`src/rtl/alu_cmp_seq.sv`:
```
// ============================================================================
// Module   : alu_cmp_seq
// Brief    : multi-cycle chunked A-B compare with Z/N/V/C flags and S result
// Revision : 1.0
// ============================================================================
`default_nettype none

module alu_cmp_seq #(
  parameter int WIDTH = 32,
  parameter int CHUNK = 8
) (
  input  logic             clk,
  input  logic             rst_n,
  input  logic             flush,
  input  logic             in_valid,
  output logic             in_ready,
  input  logic [WIDTH-1:0] a,
  input  logic [WIDTH-1:0] b,
  input  logic [2:0]       alufun,
  output logic             out_valid,
  input  logic             out_ready,
  output logic             s,
  output logic             z,
  output logic             n,
  output logic             v,
  output logic             c,
  output logic             busy
);

  localparam int NCH = WIDTH / CHUNK;
  localparam int CW  = (NCH > 1) ? $clog2(NCH) : 1;
  localparam logic [CW-1:0] LAST = CW'(NCH - 1);

  localparam logic [1:0] S_IDLE = 2'd0;
  localparam logic [1:0] S_RUN  = 2'd1;
  localparam logic [1:0] S_DONE = 2'd2;

  logic [1:0]       state_q, state_d;
  logic [CW-1:0]    cnt_q, cnt_d;
  logic [WIDTH-1:0] a_q, a_d, b_q, b_d;
  logic [2:0]       fun_q, fun_d;
  logic             carry_q, carry_d;
  logic             dz_q, dz_d, az_q, az_d;
  logic             a_msb_q, a_msb_d, b_msb_q, b_msb_d;
  logic             s_q, s_d, z_q, z_d, n_q, n_d, v_q, v_d, c_q, c_d;

  logic [WIDTH-1:0] w_a_nxt, w_b_nxt;
  logic [CHUNK:0]   w_sum;
  logic             w_dz, w_az, w_n, w_c, w_v, w_s;

  // Operands shift right so the active chunk always sits in the low bits.
  if (NCH > 1) begin : g_shift
    assign w_a_nxt = {{CHUNK{1'b0}}, a_q[WIDTH-1:CHUNK]};
    assign w_b_nxt = {{CHUNK{1'b0}}, b_q[WIDTH-1:CHUNK]};
  end else begin : g_noshift
    assign w_a_nxt = a_q;
    assign w_b_nxt = b_q;
  end

  assign w_sum = {1'b0, a_q[CHUNK-1:0]} + {1'b0, ~b_q[CHUNK-1:0]}
               + {{CHUNK{1'b0}}, carry_q};
  assign w_dz  = dz_q & (w_sum[CHUNK-1:0] == '0);
  assign w_az  = az_q & (a_q[CHUNK-1:0] == '0);
  assign w_n   = w_sum[CHUNK-1];
  assign w_c   = w_sum[CHUNK];
  assign w_v   = (a_msb_q != b_msb_q) & (w_n != a_msb_q);

  always_comb begin
    w_s = 1'b0;
    case (fun_q)
      3'b000:  w_s = ~w_dz;
      3'b001:  w_s = w_dz;
      3'b010:  w_s = w_n ^ w_v;
      3'b011:  w_s = ~w_c;
      3'b100:  w_s = w_c;
      3'b101:  w_s = a_msb_q;
      3'b110:  w_s = a_msb_q | w_az;
      default: w_s = ~(a_msb_q | w_az);
    endcase
  end

  always_comb begin
    state_d = state_q;
    cnt_d   = cnt_q;
    a_d     = a_q;
    b_d     = b_q;
    fun_d   = fun_q;
    carry_d = carry_q;
    dz_d    = dz_q;
    az_d    = az_q;
    a_msb_d = a_msb_q;
    b_msb_d = b_msb_q;
    s_d     = s_q;
    z_d     = z_q;
    n_d     = n_q;
    v_d     = v_q;
    c_d     = c_q;
    case (state_q)
      S_IDLE: begin
        if (in_valid) begin
          a_d     = a;
          b_d     = b;
          fun_d   = alufun;
          a_msb_d = a[WIDTH-1];
          b_msb_d = b[WIDTH-1];
          carry_d = 1'b1;
          dz_d    = 1'b1;
          az_d    = 1'b1;
          cnt_d   = '0;
          state_d = S_RUN;
        end
      end
      S_RUN: begin
        a_d     = w_a_nxt;
        b_d     = w_b_nxt;
        carry_d = w_c;
        dz_d    = w_dz;
        az_d    = w_az;
        if (cnt_q == LAST) begin
          cnt_d   = '0;
          state_d = S_DONE;
          s_d     = w_s;
          z_d     = w_dz;
          n_d     = w_n;
          v_d     = w_v;
          c_d     = w_c;
        end else begin
          cnt_d = cnt_q + CW'(1);
        end
      end
      S_DONE: begin
        if (out_ready) state_d = S_IDLE;
      end
      default: state_d = S_IDLE;
    endcase
    // Abort wins over everything, including a same-cycle completion.
    if (flush) begin
      state_d = S_IDLE;
      cnt_d   = '0;
      s_d     = s_q;
      z_d     = z_q;
      n_d     = n_q;
      v_d     = v_q;
      c_d     = c_q;
    end
  end

  always_ff @(posedge clk or negedge rst_n) begin
    if (!rst_n) begin
      state_q <= S_IDLE;
      cnt_q   <= '0;
      a_q     <= '0;
      b_q     <= '0;
      fun_q   <= '0;
      carry_q <= 1'b0;
      dz_q    <= 1'b0;
      az_q    <= 1'b0;
      a_msb_q <= 1'b0;
      b_msb_q <= 1'b0;
      s_q     <= 1'b0;
      z_q     <= 1'b0;
      n_q     <= 1'b0;
      v_q     <= 1'b0;
      c_q     <= 1'b0;
    end else begin
      state_q <= state_d;
      cnt_q   <= cnt_d;
      a_q     <= a_d;
      b_q     <= b_d;
      fun_q   <= fun_d;
      carry_q <= carry_d;
      dz_q    <= dz_d;
      az_q    <= az_d;
      a_msb_q <= a_msb_d;
      b_msb_q <= b_msb_d;
      s_q     <= s_d;
      z_q     <= z_d;
      n_q     <= n_d;
      v_q     <= v_d;
      c_q     <= c_d;
    end
  end

  assign in_ready  = (state_q == S_IDLE);
  assign busy      = (state_q != S_IDLE);
  assign out_valid = (state_q == S_DONE);
  assign s = s_q;
  assign z = z_q;
  assign n = n_q;
  assign v = v_q;
  assign c = c_q;

endmodule

`default_nettype wire

```
`config.mk`:
```
export PLATFORM = sky130hd
export DESIGN_NAME = alu_cmp_seq
export DESIGN_NICKNAME = d
export VERILOG_FILES = /design/src/rtl/alu_cmp_seq.sv
export SDC_FILE = /design/constraint.sdc
export NUM_CORES = 1
export LEC_CHECK = 0
export ABC_AREA = 1
export BUFFER_PORTS_ARGS = -buffer_cell sky130_fd_sc_hd__buf_2
export CELL_PAD_IN_SITES_DETAIL_PLACEMENT = 0
export CELL_PAD_IN_SITES_GLOBAL_PLACEMENT = 1
export CORE_AREA = 3 3 112 114
export DETAILED_ROUTE_END_ITERATION = 16
export DIE_AREA = 0 0 115 117
export PLACE_DENSITY = 0.81
export SLEW_MARGIN = 20
export SYNTH_ARGS = -nofsm -noshare
export SYNTH_HDL_FRONTEND = slang
export SYNTH_SLANG_ARGS = --single-unit
```
`constraint.sdc`:
```
create_clock -name clk -period 2.09 [get_ports clk]
set_clock_uncertainty 0.1 [all_clocks]
set_input_delay 0.3135 -clock clk [delete_from_list [all_inputs] [get_ports clk]]
set_output_delay 0.3135 -clock clk [all_outputs]
set_load 0.02 [all_outputs]
```
---- Yosys cells after proc, flatten, opt, wreduce, memory -nomap -nowiden ----
Cells that the tools add are included.
word-level totals
  bits in registers ....................... 81
  output and inout port bits .............. 8
  logic and storage cells ................. 73
operators by class
  $add $sub $neg .......................... 3
  equality and inequality tests ........... 15
  mux-type cells .......................... 18
  bitwise operators ....................... 10
  reductions and logical operators ........ 12
operator list
  operator                                                                 count
  32-bit one-hot mux with 2 select lines                                   2
  32-bit two-way mux                                                       2
  8-bit zero test                                                          2
  2-bit two-way mux                                                        7
  8-bit by 8-bit adder with 9-bit output                                   1
  9-bit by 1-bit adder with 9-bit output                                   1
  3-bit == test, second input constant                                     3
  8-bit NOT                                                                1
  1-bit one-hot mux with 7 select lines                                    1
  3-bit by 2-bit == test with 1-bit output, second input constant          2
  3-bit inequality test, second input constant                             2
  1-bit one-hot mux with 2 select lines                                    3
  2-bit one-hot mux with 3 select lines                                    1
  2-bit AND reduction                                                      3
  3-bit AND reduction                                                      2
  2-bit == test, second input constant                                     2
  1-bit NOT                                                                4
  2-bit one-hot mux with 2 select lines                                    1
  2-bit nonzero test                                                       2
  1-bit bitwise AND                                                        3
  3-bit by 1-bit == test with 1-bit output, second input constant          1
  3-bit zero test                                                          1
  3-bit by 2-bit inequality test with 1-bit output, second input constant  1
  3-bit nonzero test                                                       1
  8 further kinds                                                          9

---- Longest topological paths before layout ----
Gate-level depths: netlist (run 1).
  depth after elaboration ................. 7
  depth in mapped cells ................... 17
  gate-level depth less buffers ........... 17

---- Least setup slack after synthesis (run 1) ----
OpenSTA, ideal clock, no wires.
  path type ............................... register to register
  start ................................... reg a_q[0]
  end ..................................... reg s_q (netlist: s)
  library setup time ...................... 0.117 ns
  arrival time ............................ 2.030 ns
  slack ................................... -0.157 ns
  cell stages (with the launch flop) ...... 15
  path buffers ............................ 0
  cell sequence ........................... dfrtp_1 -> inv_1 -> fa_1 -> fa_1 -> nand3_1 -> nor2_1 -> nand2_1 -> nor2_1 -> nand2_1 -> nor2_2 -> a21oi_1 -> nor2_1 -> nand2_1 -> nand2_1 -> nand2_1
between the ends
  word-level cells in the longest chain between the ends .. 6
  elaborated cells on any way between the ends .. 14
RTL lines
  element                                                   line    text
  start, declared                                           40      logic [WIDTH-1:0] a_q, a_d, b_q, b_d;
  start signal, assigned                                    152     a_q <= '0;
  start signal, assigned                                    168     a_q <= a_d;
  8-bit by 8-bit adder with 9-bit output                    60      assign w_sum = {1'b0, a_q[CHUNK-1:0]} + {1'b0, ~b_q[CHUNK-1:0]}
  9-bit by 1-bit adder with 9-bit output                    61      + {{CHUNK{1'b0}}, carry_q};
  8-bit zero test or 1-bit inequality test (tied branches)  62, 66
  1-bit bitwise AND, on equally long branches               62, 66
  1-bit NOT or 1-bit bitwise XOR (tied branches)            71, 73
  1-bit one-hot mux with 7 select lines *                   70      case (fun_q)
  end signal, assigned                                      160     s_q <= 1'b0;
  end signal, assigned                                      176     s_q <= s_d;
  end, declared                                             45      logic s_q, s_d, z_q, z_d, n_q, n_d, v_q, v_d, c_q, c_d;
Every way passes the cells marked *; elsewhere a longest branch is shown, timed or not.
A chain may end at the register's enable or synchronous reset.

---- Worst setup path after layout (run 1) ----
  start ................................... reg carry_q
  end ..................................... reg s_q (netlist: s)
between the ends
  word-level cells in the longest chain between the ends .. 5
  elaborated cells on any way between the ends .. 9
RTL lines
  element                                                   line    text
  start, declared                                           42      logic carry_q, carry_d;
  start signal, assigned                                    171     carry_q <= carry_d;
  9-bit by 1-bit adder with 9-bit output *                  61
  8-bit zero test or 1-bit inequality test (tied branches)  62, 66
  1-bit bitwise AND, on equally long branches               62, 66
  1-bit NOT or 1-bit bitwise XOR (tied branches)            71, 73
  1-bit one-hot mux with 7 select lines *                   70
Marked as above.

==> summary.md, run 1 <==
| Metric | Value |
|---|---|
| GP Congestion | `a little over 0.8` |
| Crit path time final | `around 2300 ps` |
| Area share of the largest cell type after synthesis | `47.0%` |
| FFs w/ async S/R, synth | `100%` |
| Worst endpoint required time | `~2200 ps` |
| Hold slack | `around 90 ps` |
| Register area share after synthesis | `47.0%` |
| Via count | `between 3,000 and 4,000` |
| Cells after DPL | `between 700 and 800` |
| Critical Path Start Type | `flip-flop` |
| Diodes inserted | `0` |
| Achievable frequency | `around 430 MHz` |
| Top_reg_cell synth | `dfrtp_1` |
| Final hold vios | `0` |
| Routed Antenna Nets | `0` |
| Grt ovf | `0` |
| Synthesized flop and latch total | `81` |
| Final cell count without fillers | `791` |
| GR Util All Layers | `between 15 and 20%` |
| Port bufs | `79` |
| DIE AREA | `13,500 um2` |
| H-tree levels | `3` |
| Rows | `39` |
| Warnings, synthesis | `0` |
| Final setup fails | `3` |
| Clock sink total | `about 80` |
| Critical path origin | `carry_q` |
| Synth top area cells | `dfrtp_1 47%, nand2_1 15%, o21ai_0 8.7%` |
| Syn_nets | `roughly 650` |
| Final core occ | `a little under half` |
| Clk buf depth | `2` |
| WL final | `a little under 10,000 um` |
| Post-synth top area cell | `dfrtp_1` |
| MaxCap Viol Count | `0` |
| Fillers | `roughly 1,200` |
| Critical path arrival | `about 2400 ps` |
| Least-Margin Pin Slew | `around 520 ps` |
| Pwr dens | `1460 nW/um2` |
| Status | `complete, but fails checks` |
| Commonest cells post-synth | `168 x nand2_1, 87 x inv_1, 81 x dfrtp_1` |
| First-pass GRT wire length | `16,800 um` |
| Clock slew at reported path FFs | `about 60 ps` |
| Total CTS buffers | `9` |
| Worst min-delay path category | `in2reg` |
| Die W | `115 um` |
| # IOs | `80` |
| Initial Util | `a little under two fifths` |
| Initial antenna violation count | `0` |
| Count of pins over their slew limit | `0` |
| Yosys cell types | `32` |
| Critical-path maximum fanout | `3` |
| RSZ-0062 raised after global routing | `true` |
| Skew-Pair Late Insertion Delay | `330 ps` |
| Count leader, synth | `nand2_1` |
| R2R Path Start | `carry_q` |
| Area Growth Syn to Fin | `21.0%` |
| Leak Pwr | `between 2 and 3 nW` |
| Vias in the first global route | `3,583` |
| Remaining DRCs | `0` |
| WL per Instance | `roughly 13 um` |
| Largest net degree at the start of global routing | `between 60 and 70` |
| Worst rel slew slack | `approximately 65%` |
| DIE HEIGHT | `around 120 um` |
| Number of synthesized flops with an enable pin | `0` |
| Syn Inst Count | `approximately 560` |
| Nets | `between 700 and 800` |
| Crit path kind | `reg2reg` |
| Post-DP HPWL | `7280 um` |
| Fin worst setup slack | `-210 ps` |
| Crit share post-route | `110%` |
| Share of layout cells above drive strength 1 | `22.5%` |
| Hold_sp | `b[30]` |
| CTS root buffer | `clkbuf_16` |
| Synthesized area | `between 4000 and 5000 um2` |
| Failing checks | `setup timing` |
| Syn_area_per_cell | `between 7 and 8 um2` |
| CORE AREA | `11,500 um2` |
| Via-per-instance ratio | `~4.7` |
| Starting DRT DRC Count | `182` |
| CP endpoint kind | `flip-flop` |
| CTS tree | `built` |
| Peak supply drop | `roughly 0.0005 V` |
| Drt pass-1 iters | `4` |
==> per-stage QoR <==
step	setup TNS [ps]	setup WS (ps)	power, W	cell area (um2)
after floorplan	-78.2	-78.2	0.00518	4320
after global placement	-178	-165	0.00605	4910
after detailed placement	-250	-197	0.00612	4910
after CTS	-285	-213	0.00761	5190
after global routing	-725	-366	0.00839	5220
final	-274	-210	0.00762	5220
==> placed cells by master, fill, tap and decap left out, types with 3 or more instances in the layout <==
| cell | n |
|---|---|
| o21ai_1 | 38 |
| nor2_4 | 4 |
| inv_2 | 8 |
| o21ai_0 | 75 |
| buf_2 | 78 |
| nand4_1 | 3 |
| nand3_1 | 10 |
| nand2_1 | 165 |
| nor2_1 | 20 |
| dfrtp_1 | 81 |
| nor2_2 | 4 |
| clkbuf_16 | 9 |
| o221a_2 | 5 |
| nand2_2 | 12 |
| buf_12 | 4 |
| a21oi_1 | 5 |
| buf_4 | 9 |
| clkbuf_1 | 5 |
| inv_1 | 85 |
| ha_1 | 8 |
==> critical path: stages (launching register included) <==
cell     delay, ps
dfrtp_1        350
inv_2           50
fa_2           400
fa_2           540
nand3_2         50
nor2_1          80
nand2_1         50
nor2_1          80
nand2_1         60
nor2_2         120
a21oi_1         80
nor2_1          80
nand2_1         60
nand2_1         50
nand2_1         40
==> area by class of cell <==
class / count / area (um2) / share of cell area [%]
Clock buffer: 15 / 258 / 4.94
Inverter: 93 / 349 / 6.69
Multi-Input combinational cell: 366 / 1850 / 35.4
Sequential cell: 81 / 2030 / 38.8
Tap cell: 143 / 179 / 3.43
Timing Repair Buffer: 93 / 559 / 10.7
==> registers in the layout, summed over array words and instances, names as in the netlist, 2 cells and up <==
signal   count
state_q      2
a_q         32
cnt_q        2
b_q         32
fun_q        3
==> cells by family after synthesis <==
kind of cell	Yosys count	synth area share, %
compound gates	130	16.6
flops	81	47.0
simple gates	225	22.0
fa+ha+maj	10	3.25
buf+inv	117	10.9
mux	1	0.261
==> repair_timing <==
| item | CTS | global route |
|---|---|---|
| gates resized for setup | 2 | 6 |
| cloned | 0 | 0 |
| hold buffers | 1 | 0 |
| endpoints found under the hold margin | 37 | 0 |
| buffers inserted | 1 | 1 |
| pin swaps | 1 | 1 |
| endpoints found under the setup margin | 4 | 5 |
==> path summary, 6_finish.rpt <==
check	slack (ps)	endpoint	cells past startpoint
max reg2reg	-210	s	14
min	90	b_q[30]	3
min reg2reg	380	v	2
min in group asynchronous	400	a_q[26]	2
max in group asynchronous	870	c	3
max	-210	s	14
==> routing by layer <==
metal | vias to the layer above | share of wire, % | track usage (%)
met5 | - | 0 | 0
li1 | 1939 | - | -
met1 | 1713 | 49 | 21.3
met2 | 55 | 47 | 25.0
met3 | 6 | 3.1 | 3.03
met4 | 0 | 0.97 | 4.93
==> power by group <==
part | total (W) | switching, W | internal [W]
Sequential | 0.00250 | 0.000307 | 0.00220
Combinational | 0.00371 | 0.00230 | 0.00142
Clock | 0.00140 | 0.000570 | 0.000833
Total | 0.00762 | 0.00317 | 0.00445
No activity file was read; power rests on OpenSTA's default activity.
==> run 2, diff against run 1 <==
--- a/config.mk
+++ b/config.mk
@@ -9,10 +9,10 @@
 export BUFFER_PORTS_ARGS = -buffer_cell sky130_fd_sc_hd__buf_2
 export CELL_PAD_IN_SITES_DETAIL_PLACEMENT = 0
 export CELL_PAD_IN_SITES_GLOBAL_PLACEMENT = 1
-export CORE_AREA = 3 3 112 114
+export CORE_AREA = 3 3 104 106
 export DETAILED_ROUTE_END_ITERATION = 16
-export DIE_AREA = 0 0 115 117
-export PLACE_DENSITY = 0.81
+export DIE_AREA = 0 0 107 109
+export PLACE_DENSITY = 0.89
 export SLEW_MARGIN = 20
 export SYNTH_ARGS = -nofsm -noshare
 export SYNTH_HDL_FRONTEND = slang
==> constraint.sdc (replaced) <==
create_clock -name clk -period 2.94 [get_ports clk]
set_clock_uncertainty 0.1 [all_clocks]
set_input_delay 0.441 -clock clk [delete_from_list [all_inputs] [get_ports clk]]
set_output_delay 0.441 -clock clk [all_outputs]
set_load 0.02 [all_outputs]
==> run 2 against run 1 <==
The run now ends clean. Global-route usage grew 1.5 points. Sequential share of layout area up 1.8 points. Clock-buffer cell count is 6 lower. Via count fell by 2.3%. Largest cell class unchanged.
==> summary.md, run 2 (synthesis gave the netlist of run 1 again) <==
| Metric | Value |
|---|---|
| Status | `finished clean` |
| Remaining DRCs | `0` |
| Critical-path maximum fanout | `3` |
| Initial Util | `a little over two fifths` |
| Achievable frequency | `around 410 MHz` |
| Least-Margin Pin Slew | `around 760 ps` |
| Worst min-delay path category | `in2async` |
| Via count | `around 3,600` |
| Crit path time final | `2420 ps` |
| Final setup TNS | `0 ps` |
| RSZ-0062 raised after global routing | `false` |
| Area of the multi-input gates | `~1800 um2` |
| Area post-placement | `a little under 5000 um2` |
| Peak supply drop | `between 0.0004 and 0.0005 V` |
| Pwr dens | `between 900 and 1000 nW/um2` |
| Initial antenna violation count | `0` |
| First-pass GRT wire length | `15,800 um` |
| WL per Instance | `around 12 um` |
| CP bufs+invs | `1` |
| Critical Path Start Type | `flip-flop` |
| CP max stage delay | `just over 500 ps` |
| CORE AREA | `just under 10,000 um2` |
| Fillers | `about 1,000` |
| Final setup fails | `0` |
| Routed Antenna Nets | `0` |
| Max Used Layer | `met4` |
| Vias in the first global route | `approximately 3,400` |
| Fin worst setup slack | `approximately 520 ps` |
| Count of pins over their slew limit | `0` |
| CP cell instances | `inv_1, fa_1, fa_1, nand3_1, nor2_1, nand2_1, nor2_1, nand2_1, nor2_2, a21oi_1, nor2_1, nand2_1, nand2_1, nand2_1` |
| Drt pass-1 iters | `4` |
| CP endpoint kind | `flip-flop` |
| Most used cell, CP | `nand2_1` |
| Port bufs | `79` |
| Final hold vios | `0` |
| Post-CTS Resized | `0` |
| Share of layout cells above drive strength 1 | `a little over a fifth` |
| Slowest CP cell | `fa_1` |
| Commonest cells after routing, fill and taps aside | `168 x nand2_1, 87 x inv_1, 81 x dfrtp_1` |
| # IOs | `80` |
| Worst endpoint required time | `around 3000 ps` |
| Largest net degree at the start of global routing | `82` |
| WL final | `~9500 um` |
| Rows | `36` |
| Post-DP HPWL | `between 6000 and 7000 um` |
| Top Family by Delay on Critical Path | `adder cells` |
| DIE AREA | `about 12,000 um2` |
| Leak Pwr | `about 2.6 nW` |
| CTS root buffer | `clkbuf_8` |
| Critical path arrival | `2560 ps` |
| Largest regs | `a_q x32, b_q x32, fun_q x3` |
| Skew-Pair Late Insertion Delay | `350 ps` |
| GP Congestion | `0.823` |
| Design area | `roughly 5000 um2` |
| Die W | `around 110 um` |
| Hold buffers post-CTS | `0` |
| GR Util All Layers | `roughly 17%` |
| Grt ovf | `0` |
| Clk buf depth | `2` |
| Area Growth Syn to Fin | `15.7%` |
| Met3 Routed Length | `roughly 300 um` |
| Met2 wire len | `between 4000 and 5000 um` |
| Starting DRT DRC Count | `roughly 170` |
| Crit share post-route | `just over 80%` |
| WL met1 | `4670 um` |
| Nets | `roughly 720` |
| Worst rel slew slack | `between 40% and 50%` |
| H-tree levels | `3` |
| DIE HEIGHT | `around 110 um` |
| Clock slew at reported path FFs | `80 ps` |
| Final total power | `around 0.0050 W` |
| Clock sink total | `81` |
| MaxCap Viol Count | `0` |
| CTS tree | `built` |
| Via-per-instance ratio | `between 4 and 5` |
| Crit path kind | `reg2reg` |
| Total CTS buffers | `9` |
| Hold slack | `approximately 13 ps` |
| Sequential Area | `2030 um2` |
| Post-CTS setup buffers | `0` |
| Commonest non-fill, non-tap cell in the layout | `nand2_1` |
| Placement Setup Slack | `roughly 550 ps` |
| Diodes inserted | `0` |
run 2: power by group:
group | switching, W | leakage (nW) | total [W] | internal [W]
logic | 0.00157 | 1.51 | 0.00244 | 0.000870
registers | 0.000211 | 1.01 | 0.00177 | 0.00156
clock network | 0.000394 | 0.0909 | 0.000777 | 0.000383
total | 0.00218 | 2.61 | 0.00499 | 0.00281
run 2: worst register-to-register path: stages (launching register included):
cell,delay [ps]
dfrtp_1,350
inv_1,80
fa_1,460
fa_1,510
nand3_1,60
nor2_1,100
nand2_1,60
nor2_1,80
nand2_1,60
nor2_2,120
a21oi_1,80
nor2_1,100
nand2_1,60
nand2_1,50
nand2_1,50
run 2: layout make-up:
class                      count  share of cell area, %
multi-input combinational    366                   36.5
inverter                      93                   6.99
clock inverter                 6                   1.20
timing repair buffer          83                   8.89
sequential                    81                   40.6
clock buffer                   9                   2.48
tap                          133                   3.33
run 2: routing by layer:
| layer | global-route usage (%) | up-vias |
|---|---|---|
| met5 | 0 | - |
| met3 | 2.96 | 11 |
| met1 | 25.1 | 1647 |
| met2 | 25.6 | 61 |
| met4 | 5.48 | 0 |
| li1 | - | 1910 |
run 2: worst paths after layout:
| check | endpoint | slack [ps] | from | depth (start not counted) |
|---|---|---|---|---|
| max | s | 520 | a_q[0] | 14 |
| min | b_q[28] | 10 | rst_n | 1 |
| max reg2reg | s | 520 | a_q[0] | 14 |
| min reg2reg | n | 390 | n | 2 |
| max in group asynchronous | s | 2220 | rst_n | 1 |
| min in group clk | b_q[25] | 190 | b[25] | 3 |
run 2: through the flow:
step	instances	utilization, %
finish	771	50.6
global placement	756	48.7
floorplan	564	-
detailed placement	756	48.7
CTS	771	50.6
global route	771	50.6
==> run 3, diff against run 2 <==
--- a/config.mk
+++ b/config.mk
@@ -9,10 +9,10 @@
 export BUFFER_PORTS_ARGS = -buffer_cell sky130_fd_sc_hd__buf_2
 export CELL_PAD_IN_SITES_DETAIL_PLACEMENT = 0
 export CELL_PAD_IN_SITES_GLOBAL_PLACEMENT = 1
-export CORE_AREA = 3 3 104 106
+export CORE_AREA = 3 3 107 109
 export DETAILED_ROUTE_END_ITERATION = 16
-export DIE_AREA = 0 0 107 109
-export PLACE_DENSITY = 0.89
+export DIE_AREA = 0 0 110 112
+export PLACE_DENSITY = 0.84
 export SLEW_MARGIN = 20
 export SYNTH_ARGS = -nofsm -noshare
 export SYNTH_HDL_FRONTEND = slang
==> constraint.sdc (replaced) <==
create_clock -name clk -period 2.3 [get_ports clk]
set_clock_uncertainty 0.1 [all_clocks]
set_input_delay 0.345 -clock clk [delete_from_list [all_inputs] [get_ports clk]]
set_output_delay 0.345 -clock clk [all_outputs]
set_load 0.02 [all_outputs]
==> run 3 against run 2 <==
Via count up 3.2%. Sequential power grew 28%. Worst hold slack improved by 89 ps. Critical path type unchanged. Routed wire length up 3.4%. Clock-buffer cell count increased by 2. Highest routed layer unchanged. Core utilization is 2.7 points lower.
==> summary.md, run 3 (synthesis gave the netlist of run 1 again) <==
| Metric | Value |
|---|---|
| Achievable frequency | `around 440 MHz` |
| Internal power | `0.00373 W` |
| Rows | `38` |
| CP endpoint kind | `flip-flop` |
| Least-Margin Pin Slew | `about 370 ps` |
| Area post-placement | `between 4000 and 5000 um2` |
| Drt pass-1 iters | `4` |
| Count of pins over their slew limit | `0` |
| Sw Share | `about 43%` |
| CP max stage delay | `410 ps` |
| Initial antenna violation count | `0` |
| Routed Antenna Nets | `0` |
| R2R Setup Slk | `between 4 and 5 ps` |
| WL per Instance | `12.4 um` |
| Port bufs | `79` |
| Remaining DRCs | `0` |
| DIE HEIGHT | `~110 um` |
| Design area | `about 5000 um2` |
| CP cell instances | `inv_2, fa_2, fa_1, nand2_1, nand2_1, nor2_2, nand2_1, nor2_1, nand2_1, nor2_2, a21oi_1, nor2_1, nand2_1, nand2_1, nand2_1` |
| R2R Path Start | `a_q[0]` |
| Share of layout cells above drive strength 1 | `23.0%` |
| Area Growth Syn to Fin | `18.8%` |
| H-tree levels | `3` |
| Clock slew at reported path FFs | `90 ps` |
| Pwr dens | `1280 nW/um2` |
| Commonest cells after routing, fill and taps aside | `167 x nand2_1, 84 x inv_1, 81 x dfrtp_1` |
| R2R depth | `15` |
| Initial Util | `40.3%` |
| Logic pwr share | `between 40% and 50%` |
| Largest regs | `a_q x32, b_q x32, fun_q x3` |
| Leak Pwr | `2.67 nW` |
| Worst rel slew slack | `about three quarters` |
| GP Congestion | `0.830` |
| Via count | `roughly 3,700` |
| Final setup fails | `0` |
| WL final | `a little under 10,000 um` |
| Slowest CP cell | `fa_1` |
| Skew-Pair Late Insertion Delay | `350 ps` |
| Total CTS buffers | `9` |
| CP Capture Point | `s` |
| Via-per-instance ratio | `about 4.7` |
| Critical-path maximum fanout | `3` |
| Sw power | `about 0.0028 W` |
| Final cell count without fillers | `around 800` |
| Diodes inserted | `0` |
| Commonest non-fill, non-tap cell in the layout | `nand2_1` |
| Largest net degree at the start of global routing | `88` |
| Crit path time final | `2300 ps` |
| Clk pwr share | `approximately 16%` |
| Die W | `between 100 and 150 um` |
| Critical path arrival | `between 2000 and 2500 ps` |
| CTS root buffer | `clkbuf_8` |
| First-pass GRT wire length | `~17,000 um` |
| RSZ-0062 raised after global routing | `true` |
| # IOs | `80` |
| CORE AREA | `10,700 um2` |
| Fillers | `about 1,100` |
| Nets | `roughly 730` |
| Sequential power share | `roughly 35%` |
| CTS tree | `built` |
| Grt ovf | `0` |
| Most used cell, CP | `nand2_1` |
| Critical path origin | `a_q[0]` |
| Crit path kind | `reg2reg` |
| Worst min-delay path category | `in2reg` |
| Worst path depth | `15` |
| Clk buf depth | `2` |
| DIE AREA | `12,300 um2` |
| Critical Path Start Type | `flip-flop` |
| Worst reg2reg path endpoint | `s` |
| Vias in the first global route | `3,654` |
| Final hold vios | `0` |
| Top Family by Delay on Critical Path | `adder cells` |
| CP bufs+invs | `1` |
| Crit share post-route | `around 100%` |
| Worst endpoint required time | `roughly 2500 ps` |
| Post-DP HPWL | `roughly 7200 um` |
| Starting DRT DRC Count | `170` |
| MaxCap Viol Count | `0` |
| Clock sink total | `about 80` |
| Hold slack | `approximately 100 ps` |
| Peak supply drop | `roughly 0.00047 V` |
| GR Util All Layers | `between 15 and 20%` |
| Status | `finished clean` |
| Cells after DPL | `768` |
| Worst hold path depth | `3` |
-- run 3: tightest hold or removal path, stage by stage --
cell and delay, ps:
buf_2 70, nand2_1 40, o21ai_0 60
-- run 3: how the worst min path moves through the flow --
| stage | start | endpoint | slack, ps |
|---|---|---|---|
| 2_1_floorplan | rst_n | a_msb_q | -50 |
| 3_3_place_gp | rst_n | b_q[10] | 160 |
| 3_5_place_dp | rst_n | b_q[11] | 160 |
| 4_1_cts | alufun[2] | fun_q[2] | 80 |
| 5_1_grt | b[28] | b_q[28] | 110 |
| 6_report | alufun[1] | fun_q[1] | 100 |
-- run 3: stage by stage --
stage / setup slack (ps) / setup TNS, ps / power, W / utilization [%]
2_1_floorplan: 53.2 / 0 / 0.00470 / -
3_3_place_gp: -50.6 / -50.6 / 0.00539 / 45.6
3_5_place_dp: -72.8 / -72.8 / 0.00547 / 45.6
4_1_cts: 1.75 / 0 / 0.00656 / 47.7
5_1_grt: -154 / -208 / 0.00722 / 47.9
6_report: 4.15 / 0 / 0.00658 / 47.9
-- run 3: power by group through the flow --
stage,clock network (W),logic [W],registers (W)
2_1_floorplan,0,0.00247,0.00223
3_3_place_gp,0,0.00311,0.00227
3_5_place_dp,0,0.00318,0.00230
4_1_cts,0.00106,0.00323,0.00227
5_1_grt,0.00113,0.00375,0.00234
6_report,0.00103,0.00328,0.00227
-- run 3: layer usage --
metal	vias up	part of all wire, %	track usage (%)
li1	1932	-	-
met1	1750	48	24.4
met2	56	47	25.9
met3	8	4.2	3.65
met4	0	0.94	4.49
met5	-	0	0
-- run 3: area by class of cell --
cell class,count,area (um2),area share (%)
clock buffers,11,141,2.76
clock inverters,5,55.1,1.07
inverters,93,349,6.81
multi-input cells,366,1840,35.8
flip-flops and latches,81,2030,39.5
well taps,140,175,3.42
repair buffers,93,543,10.6
-- run 3: timing repair --
action,4_1_cts,5_1_grt
endpoints found under the hold margin,20,0
pin swaps,4,3
setup buffers,2,2
endpoints found under the setup margin,1,3
gates cloned,0,0
gates resized for setup,3,4
hold buffers,1,0
